--- config.mk ---
export PLATFORM = sky130hd
export DESIGN_NAME = fetch_unit
export DESIGN_NICKNAME = d
export VERILOG_FILES = /design/src/rtl/fetch_pkg.sv /design/src/rtl/fetch_unit.sv
export SDC_FILE = /design/constraint.sdc
export NUM_CORES = 1
export LEC_CHECK = 0
export BUFFER_PORTS_ARGS = -buffer_cell sky130_fd_sc_hd__buf_2
export CAP_MARGIN = 20
export CORE_MARGIN = 2
export CORE_UTILIZATION = 54
export CTS_CLUSTER_DIAMETER = 150
export CTS_CLUSTER_SIZE = 25
export DETAILED_ROUTE_END_ITERATION = 16
export GPL_TIMING_DRIVEN = 0
export PLACE_DENSITY = 0.83
export SLEW_MARGIN = 20
export SYNTH_ARGS = -nofsm -noshare
export SYNTH_HDL_FRONTEND = slang
export SYNTH_SLANG_ARGS = --single-unit
export TNS_END_PERCENT = 1
--- constraint.sdc ---
create_clock -name clk -period 4.4 [get_ports clk]
set_input_delay 0.66 -clock clk [delete_from_list [all_inputs] [get_ports clk]]
set_output_delay 0.66 -clock clk [all_outputs]
set_load 0.02 [all_outputs]
--- src/rtl/fetch_pkg.sv ---
// Shared types and constants for the instruction fetch stage.
package fetch_pkg;

  typedef enum logic [2:0] {
    RST  = 3'd0,
    REQ  = 3'd1,
    WAIT = 3'd2,
    FULL = 3'd3,
    DROP = 3'd4
  } fetch_state_e;

  localparam int unsigned INST_BYTES       = 4;
  localparam logic [31:0] DEFAULT_RESET_PC = 32'h0000_0000;

  function automatic logic [31:0] align_pc(input logic [31:0] pc);
    return pc & ~32'h0000_0003;
  endfunction

endpackage

--- src/rtl/fetch_unit.sv ---
// Instruction fetch stage: PC register, one-outstanding-request fetch FSM and
// instruction holding register, with core redirect taking priority.
//
// state | meaning
// RST   | in or just out of reset, nothing requested
// REQ   | request presented at pc, waiting for memory to accept
// WAIT  | request accepted, waiting for the response
// FULL  | instruction held for decode until consumed or redirected
// DROP  | redirect left a stale response in flight; discard it
module fetch_unit
  import fetch_pkg::*;
#(
  parameter logic [31:0] RESET_PC = DEFAULT_RESET_PC
) (
  input  logic        clk,
  input  logic        reset_n,
  output logic        imem_req_valid,
  output logic [31:0] imem_req_addr,
  input  logic        imem_req_ready,
  input  logic        imem_resp_valid,
  input  logic [31:0] imem_resp_data,
  output logic        inst_valid,
  output logic [31:0] inst,
  output logic [31:0] inst_pc,
  input  logic        inst_ready,
  input  logic        redirect,
  input  logic [31:0] redirect_pc
);

  fetch_state_e state_q, state_d;
  logic [31:0]  pc_q, pc_d;
  logic [31:0]  inst_q, inst_d;
  logic [31:0]  inst_pc_q, inst_pc_d;
  logic         req_valid_q;
  logic         inst_valid_q;

  always_comb begin
    state_d   = state_q;
    pc_d      = pc_q;
    inst_d    = inst_q;
    inst_pc_d = inst_pc_q;

    unique case (state_q)
      RST: state_d = REQ;

      REQ: begin
        if (redirect) begin
          pc_d    = align_pc(redirect_pc);
          state_d = imem_req_ready ? DROP : REQ;
        end else if (imem_req_ready) begin
          state_d = WAIT;
        end
      end

      WAIT: begin
        if (redirect) begin
          pc_d    = align_pc(redirect_pc);
          state_d = imem_resp_valid ? REQ : DROP;
        end else if (imem_resp_valid) begin
          inst_d    = imem_resp_data;
          inst_pc_d = pc_q;
          state_d   = FULL;
        end
      end

      FULL: begin
        if (redirect) begin
          pc_d    = align_pc(redirect_pc);
          state_d = REQ;
        end else if (inst_ready) begin
          pc_d    = pc_q + 32'(INST_BYTES);
          state_d = REQ;
        end
      end

      DROP: begin
        // A redirect here only retargets; the stale response is still owed.
        if (redirect) pc_d = align_pc(redirect_pc);
        if (imem_resp_valid) state_d = REQ;
      end

      default: state_d = RST;
    endcase
  end

  always_ff @(posedge clk or negedge reset_n) begin
    if (!reset_n) begin
      state_q      <= RST;
      pc_q         <= RESET_PC;
      inst_q       <= '0;
      inst_pc_q    <= '0;
      req_valid_q  <= 1'b0;
      inst_valid_q <= 1'b0;
    end else begin
      state_q      <= state_d;
      pc_q         <= pc_d;
      inst_q       <= inst_d;
      inst_pc_q    <= inst_pc_d;
      req_valid_q  <= (state_d == REQ);
      inst_valid_q <= (state_d == FULL);
    end
  end

  assign imem_req_valid = req_valid_q;
  assign imem_req_addr  = pc_q;
  assign inst_valid     = inst_valid_q;
  assign inst           = inst_q;
  assign inst_pc        = inst_pc_q;

endmodule

==> out/metrics.cfg, run 1 <==
[outcome]
status=completed

[timing]
tns_ns=0
slew_headroom_pct=59.4
clock.fmax_mhz=425
tightest_slew_ns=0.607
setup_viol=0
clock_skew_ns=0.0135
drv_slew=0
rsz0062_at_grt=false
fin_crit_ns=2.35
timing.final.hold_violations=0
period_share_pct=53.5

[layout]
drive_above_1_share_pct=48.2
fin_nets=657
stdcell_count=696
syn_to_final_growth_pct=25.1
diodes=0

[synth]
avgSynthCellArea_um2=11.4
postSynthCellCount=410
ys_warn_count=0
synth_seq_cells=97
async_flop_share_pct=100
synth-edff-count=0
netlist_area_um2=4660
ys.flop_type=dfrtp_1
synth.distinct_cells=58
seq_area_frac_synth_pct=52.1

[power]
intPower_uw=2300
p_per_area_nw_per_um2=728
p_clk_share_pct=13.1
vdd_drop_max_uv=405
p_sw_uw=1940
p_comb_share_pct=48.5
switching_share_pct=45.7
p_seq_share_pct=38.4
p_leak_uw=0.00287

[clock_tree]
insertion_delay_ns=0.38
clkTransAtPathRegs_ns=0.10
postCtsResizedCells=0
root_buffer=clkbuf_8
cts.htree.levels=3
clock_sinks=97
cts_tree=yes
cts_buffer_depth=2
postCtsHoldBufs=0
post-cts-setup-buffer-count=0
cts_buffers=9

[global_routing]
first_global_vias=3949
grt_pass1_wl_mm=19.3
grt-ovfl-total=0
grt_max_degree=55
grt_usage_pct=25.6
antenna_found_initial=0

[floorplan]
die_h_um=96.9
rows=33
die-area_um2=9390
io-pin-count=168
core_um2=8300
start_util_pct=56.1
die_width_um=96.9

[worst_setup_path]
path_class=reg -> reg
cp.required_ns=4.64
rr_startpoint=imem_req_addr[2]
critPathLaunchType=register
r2r-end=imem_req_addr[18]
r2r.worst_path.cells=6
cp-end-kind=register
cp_max_fo=8
cp-endpoint=imem_req_addr[18]
startpoint=imem_req_addr[2]
crit_arrival_ns=2.60
reg2reg_slack_ns=2.05

[placement]
routabilityCongestion=0.857
placed_cells=680
post-dp-hpwl_mm=8.92
port_buffers=161

[worst_hold_path]
min_path_type=in -> async

[route]
drtIter0Drc=231
dr.pass1.iters=5
drc=0
routed_wl_mm=11.9
vias=4029
post_drt_wl_per_cell_um=17.0
vias_per_cell=5.79
ant_nets=0

[flow_run]
maxCapViolations=0

==> metal layers <==
| layer | GRT usage, % | wire [um] |
|---|---|---|
| met1 | 33.9 | 4810 |
| met2 | 42.4 | 5770 |
| met3 | 6.29 | 1100 |
| met4 | 7.04 | 175 |
| met5 | 0 | 0 |
==> sequential cells by signal, indices dropped and copies added (netlist names) <==
signal	cells
imem_req_addr	30
imem_req_valid	1
inst	32
inst_pc	30
inst_valid	1
state_q	3
==> final cells by class <==
cell class / count / area [um2]
clock buffer: 9 / 124
timing repair buffer: 162 / 840
sequential: 97 / 2430
inverter: 4 / 15.0
multi-input combinational: 285 / 2060
clock inverter: 7 / 61.3
fill: 619 / 2470
tap: 105 / 131
buffer: 27 / 173
==> cell usage in the layout (no fill, tap or decap), types with 6 or more instances in the layout <==
| cell | count |
|---|---|
| nand4_1 | 11 |
| or4_1 | 7 |
| nand3_1 | 22 |
| buf_2 | 175 |
| o21ai_0 | 11 |
| a21oi_2 | 8 |
| clkbuf_8 | 9 |
| buf_4 | 6 |
| o22ai_1 | 6 |
| a21oi_1 | 20 |
| nor2_1 | 20 |
| dfrtp_1 | 97 |
| mux2_2 | 60 |
| nand2_1 | 42 |
==> cell usage after synthesis (2+ instances only) <==
master / number / area share [%]
or4_1: 7 / 1.1
o21a_1: 2 / 0.32
a21oi_1: 20 / 2.1
buf_6: 4 / 0.97
nand2_1: 42 / 3.4
o21ai_0: 11 / 1.2
and3_1: 3 / 0.40
o21ai_1: 3 / 0.32
a2bb2oi_2: 2 / 0.64
o311ai_0: 4 / 0.75
nor2_1: 20 / 1.6
and2b_1: 2 / 0.32
a2bb2oi_1: 2 / 0.38
and2_1: 3 / 0.40
inv_1: 4 / 0.32
nor3_1: 3 / 0.32
o22a_1: 4 / 0.75
nor2b_1: 3 / 0.40
clkbuf_1: 2 / 0.16
and4_1: 3 / 0.56
o22ai_1: 6 / 0.81
a211o_1: 2 / 0.38
nor3_2: 2 / 0.43
nand4_1: 11 / 1.5
a31oi_1: 5 / 0.67
dfrtp_1: 97 / 52
buf_2: 15 / 1.6
nor4_1: 3 / 0.40
o211ai_1: 3 / 0.48
nand3_1: 22 / 2.4
buf_4: 6 / 0.97
mux2_2: 60 / 15
a21oi_2: 8 / 1.5
nand2b_1: 2 / 0.27
==> through the flow <==
step | total power, uW | cell area, um2 | util [%] | worst slack, ns | hold WS, ns
after floorplan | 2960 | 4670 | - | 2.36 | 0.364
final | 4240 | 5830 | 70.2 | 2.05 | 0.199
after global placement | 3610 | 5610 | 67.6 | 1.74 | 0.458
after global routing | 4510 | 5830 | 70.2 | 2.00 | 0.224
after detailed placement | 3700 | 5640 | 68.0 | 2.03 | 0.471
after CTS | 4250 | 5830 | 70.2 | 2.11 | 0.217
==> worst min-delay path by stage <==
stage / from / endpoint / slack [ns] / depth (start not counted)
2_1_floorplan: reset_n / imem_req_addr[10] / 0.36 / 0
3_3_place_gp: inst_pc[6] / inst_pc[6] / 0.46 / 2
3_5_place_dp: inst_pc[28] / inst_pc[28] / 0.47 / 2
4_1_cts: reset_n / inst[29] / 0.22 / 1
5_1_grt: reset_n / inst_pc[10] / 0.22 / 1
6_report: reset_n / imem_req_addr[7] / 0.20 / 1
==> cells by family (layout without fill, tap and decap cells) <==
kind of cell | after synthesis | count (layout) | share of synthesized area [%]
adders and majority gates | 1 | 1 | 0.268
buffers and inverters | 31 | 209 | 4.03
muxes | 61 | 61 | 14.7
DFF | 97 | 97 | 52.1
and+or+nand+nor | 137 | 137 | 16.2
other | 1 | 4 | 0.0805
AOI/OAI and AO/OA | 82 | 82 | 12.6
==> power by group through the flow <==
stage	clock [uW]	combinational, uW	sequential, uW
2_1_floorplan	0	918	2050
4_1_cts	567	2060	1620
3_3_place_gp	0	2000	1610
6_report	556	2060	1630
3_5_place_dp	0	2060	1640
5_1_grt	609	2210	1690
==> critical path: stages, from the launching register on <==
cell and delay, ns:
dfrtp_1 0.50, ha_1 0.29, nand4_1 0.31, or4_1 0.67
and2_1 0.21, o21ai_1 0.12, o311ai_1 0.11
(Power assumes the default switching activity.)
==> run 2, diff against run 1 <==
- ABC_AREA: not set -> 1
- CORE_UTILIZATION: 54 -> 46
- PLACE_DENSITY: 0.83 -> 0.74
- clock period: 4.4 -> 1.9 ns (I/O delays scaled with it)
==> out/metrics.cfg, run 2 <==
[outcome]
status=completed

[clock_tree]
insertion_delay_ns=0.37
clkTransAtPathRegs_ns=0.10
cts_buffer_depth=2
root_buffer=clkbuf_8
cts_buffers=9
post-cts-setup-buffer-count=0
clock_sinks=97
cts.htree.levels=3
cts_tree=yes

[synth]
netlist_area_um2=4920
synth_seq_cells=97
synth-edff-count=0
ys.flop_type=dfrtp_1
synth_top_area_share_pct=49.3
ys_top_cells_by_count=nand2_1, dfrtp_1, nor2_1
yosysMostFrequentCell=nand2_1
yosysTopAreaCell=dfrtp_1
seq_area_frac_synth_pct=49.3
synth.distinct_cells=23
postSynthCellCount=632
async_flop_share_pct=100
avgSynthCellArea_um2=7.79
ys_warn_count=0
synthTopCellsByArea=dfrtp_1, nand2_1, mux2_1

[floorplan]
io-pin-count=168
die_width_um=107
die-area_um2=11500
core_um2=10400
rows=37
start_util_pct=47.5
die_h_um=107

[timing]
slew_headroom_pct=65.6
fin_ws_ns=0.107
period_share_pct=94.4
drv_slew=0
timing.final.hold_violations=0
clock.fmax_mhz=558
clock_skew_ns=0.0146
holdWs_ns=0.133
setup_viol=0
tightest_slew_ns=0.516
fin_crit_ns=1.79

[layout]
fin_nets=880
fill_cells=974
final_core_util_pct=59.6
most-common-layout-cells=nand2_1, buf_2, dfrtp_1
diodes=0
largest_reg_flops=32
drive_above_1_share_pct=25.3
layout_commonest_cell=nand2_1
stdcell_count=950
fin_area_um2=6180
syn_to_final_growth_pct=25.4

[placement]
placed_cells=933
port_buffers=161
post-dp-hpwl_mm=11.5
routabilityCongestion=0.869
pre_cts_slack_ns=0.0122
placed_area_um2=5950

[power]
p_comb_share_pct=51.3
vdd_drop_max_uv=922
switching_share_pct=49.3
p_seq_share_pct=36.3
p_sw_uw=5390
p_leak_uw=0.00330
p_per_area_nw_per_um2=1770
intPower_uw=5540
p_clk_share_pct=12.4

[route]
vias=4807
drc=0
ant_nets=0
vias_per_cell=5.06
post_drt_wl_per_cell_um=15.4
drtIter0Drc=337
routed_wl_mm=14.6
dr.pass1.iters=6

[worst_setup_path]
r2r-end=inst[13]
cp.required_ns=2.14
cp_max_fo=10
cp-end-kind=register
critPathLaunchType=register
rr_startpoint=state_q[0]
r2r.worst_path.cells=6
path_class=reg -> reg
reg2reg_slack_ns=0.11
crit_arrival_ns=2.03

[global_routing]
grt-ovfl-total=0
first_global_vias=4684
grt_pass1_wl_mm=23.0
grt_usage_pct=25.8
grt_max_degree=62
antenna_found_initial=0

[flow_run]
maxCapViolations=0

[worst_hold_path]
hold_path_depth=2
min_delay_worst_endpoint=inst[2]
min_from=imem_resp_data[2]
min_path_type=in -> reg

[run 2: worst max-delay path by stage]
stage	startpoint	end
2_1_floorplan	imem_req_addr[3]	imem_req_addr[20]
3_3_place_gp	reset_n	inst_pc[11]
3_5_place_dp	imem_req_addr[3]	imem_req_addr[26]
4_1_cts	imem_req_addr[3]	imem_req_addr[26]
5_1_grt	imem_req_addr[3]	imem_req_addr[20]
6_report	state_q[0]	inst[13]
[run 2: cells by family (layout without fill, tap and decap cells)]
kind of cell / after synthesis / in the layout / share of synthesized area [%]
adders and majority gates: 1 / 1 / 0.254
muxes: 33 / 33 / 7.55
DFF: 97 / 97 / 49.3
xor gates and xnor gates: 4 / 4 / 0.711
and+or+nand+nor: 358 / 358 / 29.1
buffers and inverters: 72 / 251 / 6.20
AOI/OAI and AO/OA: 66 / 66 / 6.86
other: 1 / 4 / 0.0761
[run 2: area by class of cell]
class / count / area, um2 / share of cell area, %
flip-flops and latches: 97 / 2430 / 39.3
well taps: 136 / 170 / 2.75
multi-input cells: 466 / 2220 / 36.0
clock buffers: 11 / 131 / 2.13
inverters: 48 / 183 / 2.96
clock inverters: 5 / 63.8 / 1.03
plain buffers: 24 / 128 / 2.07
repair buffers: 163 / 850 / 13.8
[run 2: power groups by stage]
stage               clock network, uW  registers (uW)  logic (uW)
floorplan                           0            5050        2400
global placement                    0            3930        5460
detailed placement                  0            3990        5580
CTS                              1390            3950        5590
global route                     1470            4110        6210
finish                           1360            3970        5600
[run 2: metal layers]
metal,vias up,global-route usage [%],part of all wire [%]
met1,2202,32.3,42
met3,18,5.02,8.1
met5,-,0,0
met2,215,45.3,48
li1,2372,-,-
met4,0,7.78,1.4
[run 2: stage by stage]
stage / power, uW / TNS, ns
after global routing: 11800 / -0.00150
after detailed placement: 9570 / 0
after floorplan: 7450 / 0
final: 10900 / 0
after global placement: 9380 / -34.11
after CTS: 10900 / 0
[run 2: critical path: stages (launching register included)]
cell and delay [ns]:
dfrtp_1 0.45, inv_2 0.11, nand3_1 0.14, nor2_1 0.23
nand2_4 0.16, buf_2 0.23, mux2_1 0.34
[run 2: repair_timing]
action	CTS	global route
hold buffers	1	0
endpoints found under the hold margin	36	0
endpoints found under the setup margin	0	49
gates resized for setup	0	12
==> run 3, diff against run 2 <==
- CELL_PAD_IN_SITES_DETAIL_PLACEMENT: not set -> 1
- CELL_PAD_IN_SITES_GLOBAL_PLACEMENT: not set -> 2
- CORE_UTILIZATION: 46 -> 25
- PLACE_DENSITY: 0.74 -> 0.73
==> out/metrics.cfg, run 3 (synthesis gave the netlist of run 2 again) <==
[outcome]
status=completed

[power]
intPower_uw=5870
p_sw_uw=5700
p_clk_share_pct=16.2
p_seq_share_pct=34.4
p_comb_share_pct=49.5
vdd_drop_max_uv=489
switching_share_pct=49.2
p_leak_uw=0.00335
p_per_area_nw_per_um2=1790

[worst_setup_path]
r2r-end=imem_req_addr[16]
cp_max_fo=6
critPathLaunchType=register
cp-endpoint=imem_req_addr[16]
reg2reg_slack_ns=0.11
rr_startpoint=imem_req_addr[3]
cp.required_ns=2.16
r2r.worst_path.cells=8
startpoint=imem_req_addr[3]
cp-end-kind=register
crit_arrival_ns=2.04
path_class=reg -> reg

[clock_tree]
cts_tree=yes
cts.htree.levels=3
clkTransAtPathRegs_ns=0.08
cts_buffer_depth=2
clock_sinks=97
cts_buffers=9
insertion_delay_ns=0.36
root_buffer=clkbuf_16

[global_routing]
first_global_vias=4806
grt-ovfl-total=0
grt_max_degree=71
grt_pass1_wl_mm=27.2
antenna_found_initial=0
grt_usage_pct=17.2

[floorplan]
rows=51
start_util_pct=25.4
die-area_um2=20800
core_um2=19400
die_width_um=144
io-pin-count=168
die_h_um=144

[placement]
placed_area_um2=6110
port_buffers=161
routabilityCongestion=0.829
post-dp-hpwl_mm=13.8
placed_cells=1062

[layout]
layout_commonest_cell=nand2_1
syn_to_final_growth_pct=30.9
fin_area_um2=6450
largest_reg_flops=32
drive_above_1_share_pct=25.9
stdcell_count=1079
fin_nets=880
fill_cells=2433
most-common-layout-cells=nand2_1, buf_2, dfrtp_1
diodes=0

[route]
ant_nets=0
vias_per_cell=4.48
drc=0
drtIter0Drc=185
dr.pass1.iters=5
post_drt_wl_per_cell_um=16.3
routed_wl_mm=17.6
vias=4837

[timing]
drv_slew=0
slew_headroom_pct=59.3
rsz0062_at_grt=true
fin_crit_ns=1.79
period_share_pct=94.0
clock.fmax_mhz=560
timing.final.hold_violations=0
tightest_slew_ns=0.611
clock_skew_ns=0.00964
setup_viol=0
tns_ns=0

[worst_hold_path]
min_path_type=in -> reg
hold_path_depth=2

[flow_run]
maxCapViolations=0

[run 3: changes by cell type in the layout (fill, tap and decap cells not counted), sizes merged]
| cell | delta |
|---|---|
| inv | +2 |
| bufinv | -1 |
| clkbuf | -1 |
| clkinv | +1 |
| clkinvlp | -1 |
[run 3: per-layer routing]
metal | global-route usage (%) | share of wire (%) | vias to the layer above
met5 | 0 | 0 | -
met4 | 4.65 | 1.4 | 0
met2 | 27.4 | 45 | 138
li1 | - | - | 2377
met1 | 23.8 | 47 | 2309
met3 | 3.64 | 6.8 | 13
[run 3: final cells by class]
cell class | instances | area, um2 | share of cell area, %
Clock inverter | 6 | 57.6 | 0.893
Sequential cell | 97 | 2430 | 37.7
Multi-Input combinational cell | 466 | 2230 | 34.6
Clock buffer | 10 | 239 | 3.71
Inverter | 48 | 183 | 2.83
Timing Repair Buffer | 163 | 850 | 13.2
Buffer | 24 | 128 | 1.98
Tap cell | 265 | 332 | 5.14
[run 3: through the flow]
step / worst slack (ns) / util, % / hold slack [ns] / power, uW
2_1_floorplan: 0.314 / - / -0.0106 / 7450
3_3_place_gp: -0.649 / 31.3 / 0.465 / 9690
3_5_place_dp: -0.0921 / 31.5 / 0.186 / 9810
4_1_cts: 0.0148 / 33.1 / 0.121 / 11700
5_1_grt: -0.0472 / 33.2 / 0.126 / 12600
6_report: 0.114 / 33.2 / 0.131 / 11600
[run 3: worst max-delay path, cell delays in order (launching register included)]
cell and delay [ns]:
dfrtp_1 0.45, ha_1 0.23, nand3_1 0.22, nor2_2 0.30
nand3_1 0.11, nand2_1 0.08, nand3_1 0.14, nand2_1 0.10
nand2_1 0.05
[run 3: how the worst min path moves through the flow]
stage,from,to,slack (ns)
2_1_floorplan,reset_n,imem_req_addr[10],-0.01
3_3_place_gp,inst_pc[2],inst_pc[2],0.47
3_5_place_dp,reset_n,inst[30],0.19
4_1_cts,imem_resp_data[7],inst[7],0.12
5_1_grt,imem_resp_data[7],inst[7],0.13
6_report,imem_resp_data[7],inst[7],0.13
[run 3: repair_timing]
action | 4_1_cts | 5_1_grt
gates resized for setup | 6 | 7
endpoints found under the hold margin | 27 | 0
endpoints found under the setup margin | 23 | 68
setup buffers | 0 | 0
hold buffers | 1 | 0
[run 3: power by group through the flow]
stage               logic, uW  clock network, uW  registers, uW
floorplan                2400                  0           5050
global placement         5690                  0           4000
detailed placement       5770                  0           4040
CTS                      5810               1930           4000
global route             6410               2000           4170
finish                   5720               1870           3980
